## src/rtl/wbc_ram_pkg.sv

```systemverilog
// Shared types and constants for the Wishbone classic front-end of the LUT RAM.
package wbc_ram_pkg;

    localparam int RAM_AW_DEF = 13;
    localparam int WAIT_W     = 4;

    typedef enum logic [1:0] {
        ST_IDLE = 2'd0,
        ST_DATA = 2'd1,
        ST_WAIT = 2'd2,
        ST_ACK  = 2'd3
    } state_t;

endpackage

```

## src/rtl/wbc_ram_port.sv

```systemverilog
// Wishbone classic slave driving a registered-address / delayed-write LUT RAM port.
// Optional address-window decode with wb_err_o: define WBC_RAM_PORT_ERR_EN.
module wbc_ram_port
    import wbc_ram_pkg::*;
#(
    parameter int          RAM_AW      = RAM_AW_DEF,
    parameter logic [15:0] BASE_ADDR   = 16'h0000,
    parameter int          WAIT_CYCLES = 0
) (
    input  logic              wb_clk_i,
    input  logic              wb_rst_n,
    input  logic              wb_cyc_i,
    input  logic              wb_stb_i,
    input  logic              wb_we_i,
    input  logic [15:0]       wb_adr_i,
    input  logic [15:0]       wb_dat_i,
    input  logic [1:0]        wb_sel_i,
    output logic [15:0]       wb_dat_o,
    output logic              wb_ack_o,
    output logic              wb_err_o,
    output logic [RAM_AW-1:0] ram_addr,
    output logic [15:0]       ram_din,
    output logic              ram_we,
    output logic [1:0]        ram_byteena,
    input  logic [15:0]       ram_dout
);

    localparam logic [WAIT_W-1:0] WAIT_LOAD =
        WAIT_W'((WAIT_CYCLES == 0) ? 0 : WAIT_CYCLES - 1);

    state_t            r_state;
    logic [WAIT_W-1:0] r_wait_cnt;
    logic              r_ack;
    logic              r_err;
    logic [15:0]       r_dat;

    logic w_req;
    logic w_hit;
    logic w_capture;

`ifdef WBC_RAM_PORT_ERR_EN
    assign w_hit = (wb_adr_i[15:RAM_AW+1] == BASE_ADDR[15:RAM_AW+1]);
    wire w_unused = wb_adr_i[0];
`else
    // Upper address bits are ignored so the RAM aliases across the whole space.
    assign w_hit = 1'b1;
    wire w_unused = &{1'b0, wb_adr_i[0], wb_adr_i[15:RAM_AW+1]};
`endif

    assign w_req = wb_cyc_i & wb_stb_i;

    // The RAM latched the address on the IDLE->DATA edge; its output is valid from DATA on.
    assign w_capture = ((r_state == ST_DATA) && (WAIT_CYCLES == 0)) ||
                       ((r_state == ST_WAIT) && (r_wait_cnt == '0));

    assign ram_addr    = wb_adr_i[RAM_AW:1];
    assign ram_din     = wb_dat_i;
    assign ram_byteena = wb_sel_i;
    // Only IDLE may raise the write enable, giving exactly one pulse per bus cycle.
    assign ram_we      = (r_state == ST_IDLE) & w_req & wb_we_i & w_hit;

    // NOTE: state is updated with non-blocking assignments so every branch sees pre-edge values.
    always_ff @(posedge wb_clk_i or negedge wb_rst_n) begin
        if (!wb_rst_n) begin
            r_state    <= ST_IDLE;
            r_wait_cnt <= '0;
            r_ack      <= 1'b0;
            r_err      <= 1'b0;
            r_dat      <= '0;
        end else begin
            case (r_state)
                ST_IDLE: begin
                    if (w_req) r_state <= ST_DATA;
                end
                ST_DATA, ST_WAIT: begin
                    if (!wb_cyc_i) begin
                        r_state <= ST_IDLE;
                    end else if (w_capture) begin
                        r_state <= ST_ACK;
                        if (w_hit) begin
                            r_ack <= 1'b1;
                            if (!wb_we_i) r_dat <= ram_dout;
                        end else begin
                            r_err <= 1'b1;
                        end
                    end else if (r_state == ST_DATA) begin
                        r_wait_cnt <= WAIT_LOAD;
                        r_state    <= ST_WAIT;
                    end else begin
                        r_wait_cnt <= r_wait_cnt - 1'b1;
                    end
                end
                ST_ACK: begin
                    r_ack   <= 1'b0;
                    r_err   <= 1'b0;
                    r_state <= ST_IDLE;
                end
                default: r_state <= ST_IDLE;
            endcase
        end
    end

    assign wb_dat_o = r_dat;
    assign wb_ack_o = r_ack;
    assign wb_err_o = r_err;

endmodule
```

## config.mk

```make
export PLATFORM = sky130hd
export DESIGN_NAME = wbc_ram_port
export DESIGN_NICKNAME = d
export VERILOG_FILES = /design/src/rtl/wbc_ram_pkg.sv /design/src/rtl/wbc_ram_port.sv
export SDC_FILE = /design/constraint.sdc
export NUM_CORES = 1
export LEC_CHECK = 0
export CORE_MARGIN = 4
export CORE_UTILIZATION = 30
export DETAILED_ROUTE_END_ITERATION = 8
export PLACE_DENSITY = 0.75
export SLEW_MARGIN = 20
export SYNTH_ARGS = -nofsm -noshare
export SYNTH_HDL_FRONTEND = slang
export SYNTH_SLANG_ARGS = --single-unit
export TNS_END_PERCENT = 100
```

## constraint.sdc

```tcl
create_clock -name wb_clk_i -period 1.85 [get_ports wb_clk_i]
set_input_delay 0.2775 -clock wb_clk_i [delete_from_list [all_inputs] [get_ports wb_clk_i]]
set_output_delay 0.2775 -clock wb_clk_i [all_outputs]
set_load 0.005 [all_outputs]
```

### After elaboration in Yosys (flattened, before gate mapping)

Index checks and enable logic that the tools add are counted.

| operators by class | value |
|---|---|
| bitwise operators | 5 |
| multiplexer cells | 9 |
| equality and inequality tests | 7 |
| reductions and logical operators | 10 |
| $add $sub $neg | 1 |

Operators with widths:

| kind | count |
|---|---|
| $mux W2 | 4 |
| $ne A2 B2 Y1 const B | 3 |
| $pmux W2 S3 | 1 |
| $reduce_and A3 Y1 | 2 |
| $eq A2 B2 Y1 const B | 2 |
| $logic_not A4 Y1 | 1 |
| $mux W4 | 1 |
| $ne A4 B4 Y1 const B | 1 |
| $reduce_and A4 Y1 | 1 |
| $sub A4 B1 Y4 const B | 1 |
| $and A1 B1 Y1 | 3 |
| $eq A2 B1 Y1 const B | 1 |
| $logic_not A2 Y1 | 1 |
| $mux W1 | 2 |
| $not A1 Y1 | 2 |
| $pmux W1 S2 | 1 |
| $reduce_and A2 Y1 | 1 |
| $reduce_bool A2 Y1 | 1 |
| $reduce_or A2 Y1 | 1 |
| $logic_and A1 B1 Y1 | 1 |
| $logic_or A1 B1 Y1 | 1 |

| word-level totals | value |
|---|---|
| flip-flop bits (word level) | 23 |
| input bits | 55 |

### Logic depth before layout (Yosys ltp)

| logic depth | value |
|---|---|
| depth in word-level cells | 6 |
| gate-level depth with buffers | 7 |

### Worst setup path before layout

Ideal clock, no wire load.

| path | value |
|---|---|
| kind | register to register |
| start point | register r_state[0] |
| end point | register r_dat[0], in the netlist wb_dat_o[0] |
| path slack | 0.030 ns |
| setup time | 0.125 ns |
| clock period less this slack | 1.820 ns |
| arrival | 1.695 ns |
| buffers on the path | 2 |
| stages on the path, launching flop included | 8 |
| path through | dfrtp_1 inv_1 ha_1 and4bb_1 buf_6 o2111ai_4 buf_8 mux2_4 |

| on the way | value |
|---|---|
| longest elaborated chain between the ends | 4 |
| elaborated cells on any way between the ends | 6 |
| classes of those cells | eq/ne: 2; reduce/logical: 4 |

RTL lines:

| item | RTL line | RTL |
|---|---|---|
| start, declared | wbc_ram_port.sv:31 | `state_t r_state;` |
| start signal, assigned | wbc_ram_port.sv:65 | `r_state <= ST_IDLE;` |
| start signal, assigned | wbc_ram_port.sv:73 | `if (w_req) r_state <= ST_DATA;` |
| start signal, assigned | wbc_ram_port.sv:77 | `r_state <= ST_IDLE;` |
| $eq A2 B2 Y1 | wbc_ram_port.sv:54, wbc_ram_port.sv:71 |  |
| $logic_and A1 B1 Y1 | wbc_ram_port.sv:54 | `((r_state == ST_WAIT) && (r_wait_cnt == '0));` |
| $logic_or A1 B1 Y1 | wbc_ram_port.sv:53 | `assign w_capture = ((r_state == ST_DATA) && (WAIT_CYCLES == 0)) \|\|` |
| $reduce_and A4 Y1 (no source line) (*) | n/a |  |
| end signal, assigned | wbc_ram_port.sv:82 | `if (!wb_we_i) r_dat <= ram_dout;` |
| end, declared | wbc_ram_port.sv:35 | `logic [15:0] r_dat;` |

Every way passes the cells marked *; elsewhere a longest branch is shown, timed or not.
A chain may end at the register's enable or synchronous reset.

### Worst setup path in the final report

| path | value |
|---|---|
| start point | register r_state[0] |
| end point | register r_wait_cnt[1] |

| on the way | value |
|---|---|
| longest elaborated chain between the ends | 5 |
| elaborated cells on any way between the ends | 8 |
| classes of those cells | eq/ne: 2; mux: 1; bitwise: 1; reduce/logical: 4 |

RTL lines:

| item | RTL line | RTL |
|---|---|---|
| $eq A2 B2 Y1 | wbc_ram_port.sv:54, wbc_ram_port.sv:71 |  |
| $logic_and A1 B1 Y1 | wbc_ram_port.sv:54 |  |
| $logic_or A1 B1 Y1 | wbc_ram_port.sv:53 |  |
| $not A1 Y1 (no source line) | n/a |  |
| $reduce_and A3 Y1 (no source line) | n/a |  |
| end signal, assigned | wbc_ram_port.sv:90 | `r_wait_cnt <= r_wait_cnt - 1'b1;` |
| end, declared | wbc_ram_port.sv:32 | `logic [WAIT_W-1:0] r_wait_cnt;` |

Several ways; a longest one is shown, not always the timed one.

==> results.yml <==
floorplan:
  io_pins: 105
  dieHeight_um: 75.30
  die_area_um2: 5670
  row_count: 24
  die_w_um: 75.30
  core_area_um2: 4384
  start_util_pct: 30.99
layout:
  drive_above_1_share_pct: 25.40
  antenna_cells: 0
  area_growth_pct: 21.92
  final_cell_area_um2: 1657
  final_util_pct: 37.79
  fill_cells: 410
  finalNetCount: 187
clock_tree:
  cts_hold_buffers: 0
  h-tree-depth: 1
  cts_tree: "done"
  cts_root_buffer: "clkbuf_8"
  cts.clk_slew.worst_paths_ns: 0.08
  clkLatencyLatePin_ns: 0.25
  numCtsBuffers: 3
  cts_max_path_buffers: 2
  clkSinkCount: 23
global_route:
  grt_usage_pct: 8.918
  first_global_vias: 889
  grt_pass1_wl_um: 3850
  antenna_found_initial: 0
  overflow: 0
  grt_max_degree: 24
route:
  drcViolationCount: 0
  wl_per_cell_um: 14.03
  vias: 775
  antenna_left: 0
  drt_pass1_iterations: 4
  drt_iter0_drc: 7
  viasPerCell: 4.354
  wirelength_um: 2497
critical_path:
  cp-start-kind: "flop"
  worstReg2RegStart: "r_state[0]$_DFFE_PN0P_"
  crit_path_end: "r_wait_cnt[1]$_DFFE_PN0P_"
  crit_required_ns: 2.02
  critPathKind: "flop to flop"
  r2r_slack_ns: 0.09
  cp-end-kind: "flop"
  rr_endpoint: "r_wait_cnt[1]$_DFFE_PN0P_"
  ff2ff_path_depth: 6
  crit_fanout: 8
  worst-endpoint-arrival_ns: 1.93
  startpoint: "r_state[0]$_DFFE_PN0P_"
yosys:
  synth_nets: 173
  netlist_area_um2: 1359
  avgSynthCellArea_um2: 12.02
  yosysWarnings: 0
  ys_seq_elements: 23
  synthTopCellsByArea: "dfrtp_1, buf_4, mux2_4, mux2_2, ha_1"
  synth_top_area_cell: "dfrtp_1"
  yosysSeqAreaShare_pct: 42.36
  yosysUniqueCellTypes: 30
  synth_top_area_share_pct: 42.36
  synthesis.instances: 113
sta:
  fin_ws_ns: 0.08942
  fin_tns_setup_ns: 0
  post-route-min-period_ns: 1.761
  final_max_slew_viol_count: 0
  finClkSkew_ns: 0.004237
  setup_viol_count_final: 0
  final_hold_viol_count: 0
  fmax_mhz: 568.0
  grt_setup_unrepaired: "no"
  fin_crit_sh_pct: 95.17
pwr:
  p_leak_nw: 0.7572
  pwr_density_cell_nw_per_um2: 1516
  peakVddDrop_uv: 672.1
placed_design:
  finalWeightedCongestion: 0.7262
  post-place-ws_ns: 0.06157
  placed_area_um2: 1577
  numPortBuffers: 38
  dp_hpwl_um: 1898
status:
  status: "finished clean"
job:
  cap_violations: 0
min_path:
  hold_path_class: "input port to asynchronous set/reset pin"
-- registers in the layout, indices dropped and copies added, names as in the netlist --
register,flops
wb_dat_o,16
r_wait_cnt,4
r_state,2
wb_ack_o,1
-- worst min-delay path by stage --
stage / startpoint / to / slack, ns
floorplan: wb_rst_n / r_state[0]$_DFFE_PN0P_ / -0.02
detailed placement: r_wait_cnt[3]$_DFFE_PN0P_ / r_wait_cnt[3]$_DFFE_PN0P_ / 0.46
finish: wb_rst_n / wb_dat_o[5]$_DFFE_PN0P_ / 0.36
global route: wb_rst_n / wb_dat_o[11]$_DFFE_PN0P_ / 0.39
global placement: r_wait_cnt[3]$_DFFE_PN0P_ / r_wait_cnt[3]$_DFFE_PN0P_ / 0.45
CTS: wb_rst_n / wb_dat_o[11]$_DFFE_PN0P_ / 0.38
-- power by group --
group          internal [mW]  switching, mW
logic                  0.834          0.470
clock network          0.153          0.145
registers              0.756          0.152
total                   1.74          0.767
-- cell usage in the layout (no fill, tap or decap), types with 2 or more instances in the layout --
master	count
ha_1	3
inv_1	5
dfrtp_1	23
xor2_1	2
clkdlybuf4s50_1	37
mux2i_1	2
clkbuf_8	3
mux2_4	10
buf_4	5
inv_2	2
nand2_1	4
mux2_2	6
-- synth_stat cells, drive strengths merged --
master   instances
buf             34
dfrtp           23
mux2            16
inv              7
ha               5
nand2            4
mux2i            2
nor2             2
o2111ai          2
xor2             2
a21oi            1
a32oi            1
and4bb           1
clkbuf           1
conb             1
nand3b           1
nor3             1
nor4             1
nor4b            1
o21a             1
o21bai           1
o221ai           1
o2bb2ai          1
or2              1
or3              1
xnor2            1
-- timing repair --
action,in CTS,in global routing
hold endpoints to repair,0,0
setup buffers,2,0
resized for setup,4,3
endpoints found under the setup margin,1,14
pin swaps,0,0
-- critical path, stage by stage (launching register included) --
cell,delay (ns)
dfrtp_1,0.36
inv_2,0.07
ha_1,0.22
and4bb_1,0.24
buf_4,0.17
nor3_1,0.36
mux2i_1,0.27
-- kinds of logic after synthesis --
kind of cell	share of synthesized area, %
buffers and inverters	21.82
other	0.2760
XOR/XNOR	1.934
AND/OR/NAND/NOR	5.525
flip-flops	42.36
adder cells (fa/ha/maj)	4.604
AO/OA/AOI/OAI	5.986
multiplexers	17.49
-- layer usage --
layer  GRT usage (%)  share of wire (%)  vias up  routed length, um
li1                -                  -      371                  -
met1           10.09                 41      361               1029
met2           15.05                 48       35               1200
met3           2.111                8.5        8                212
met4           5.631                2.2        0                 55
met5               0                  0        -                  0
-- cell type report --
| class | count | area, um2 | share of cell area [%] |
|---|---|---|---|
| sequential | 23 | 575.6 | 34.74 |
| multi-input combinational | 48 | 504.2 | 30.44 |
| timing repair buffer | 44 | 440.4 | 26.59 |
| tap | 52 | 65.06 | 3.927 |
| clock buffer | 4 | 45.04 | 2.719 |
| inverter | 7 | 26.28 | 1.586 |
-- per-stage QoR --
stage	total power, mW	cells	hold WS (ns)
after CTS	2.523	178	0.3758
after global routing	2.668	178	0.3939
after floorplan	1.606	113	-0.01809
after global placement	2.061	172	0.4508
after detailed placement	2.136	172	0.4638
final	2.511	178	0.3641
No activity file was read; power rests on OpenSTA's default activity.
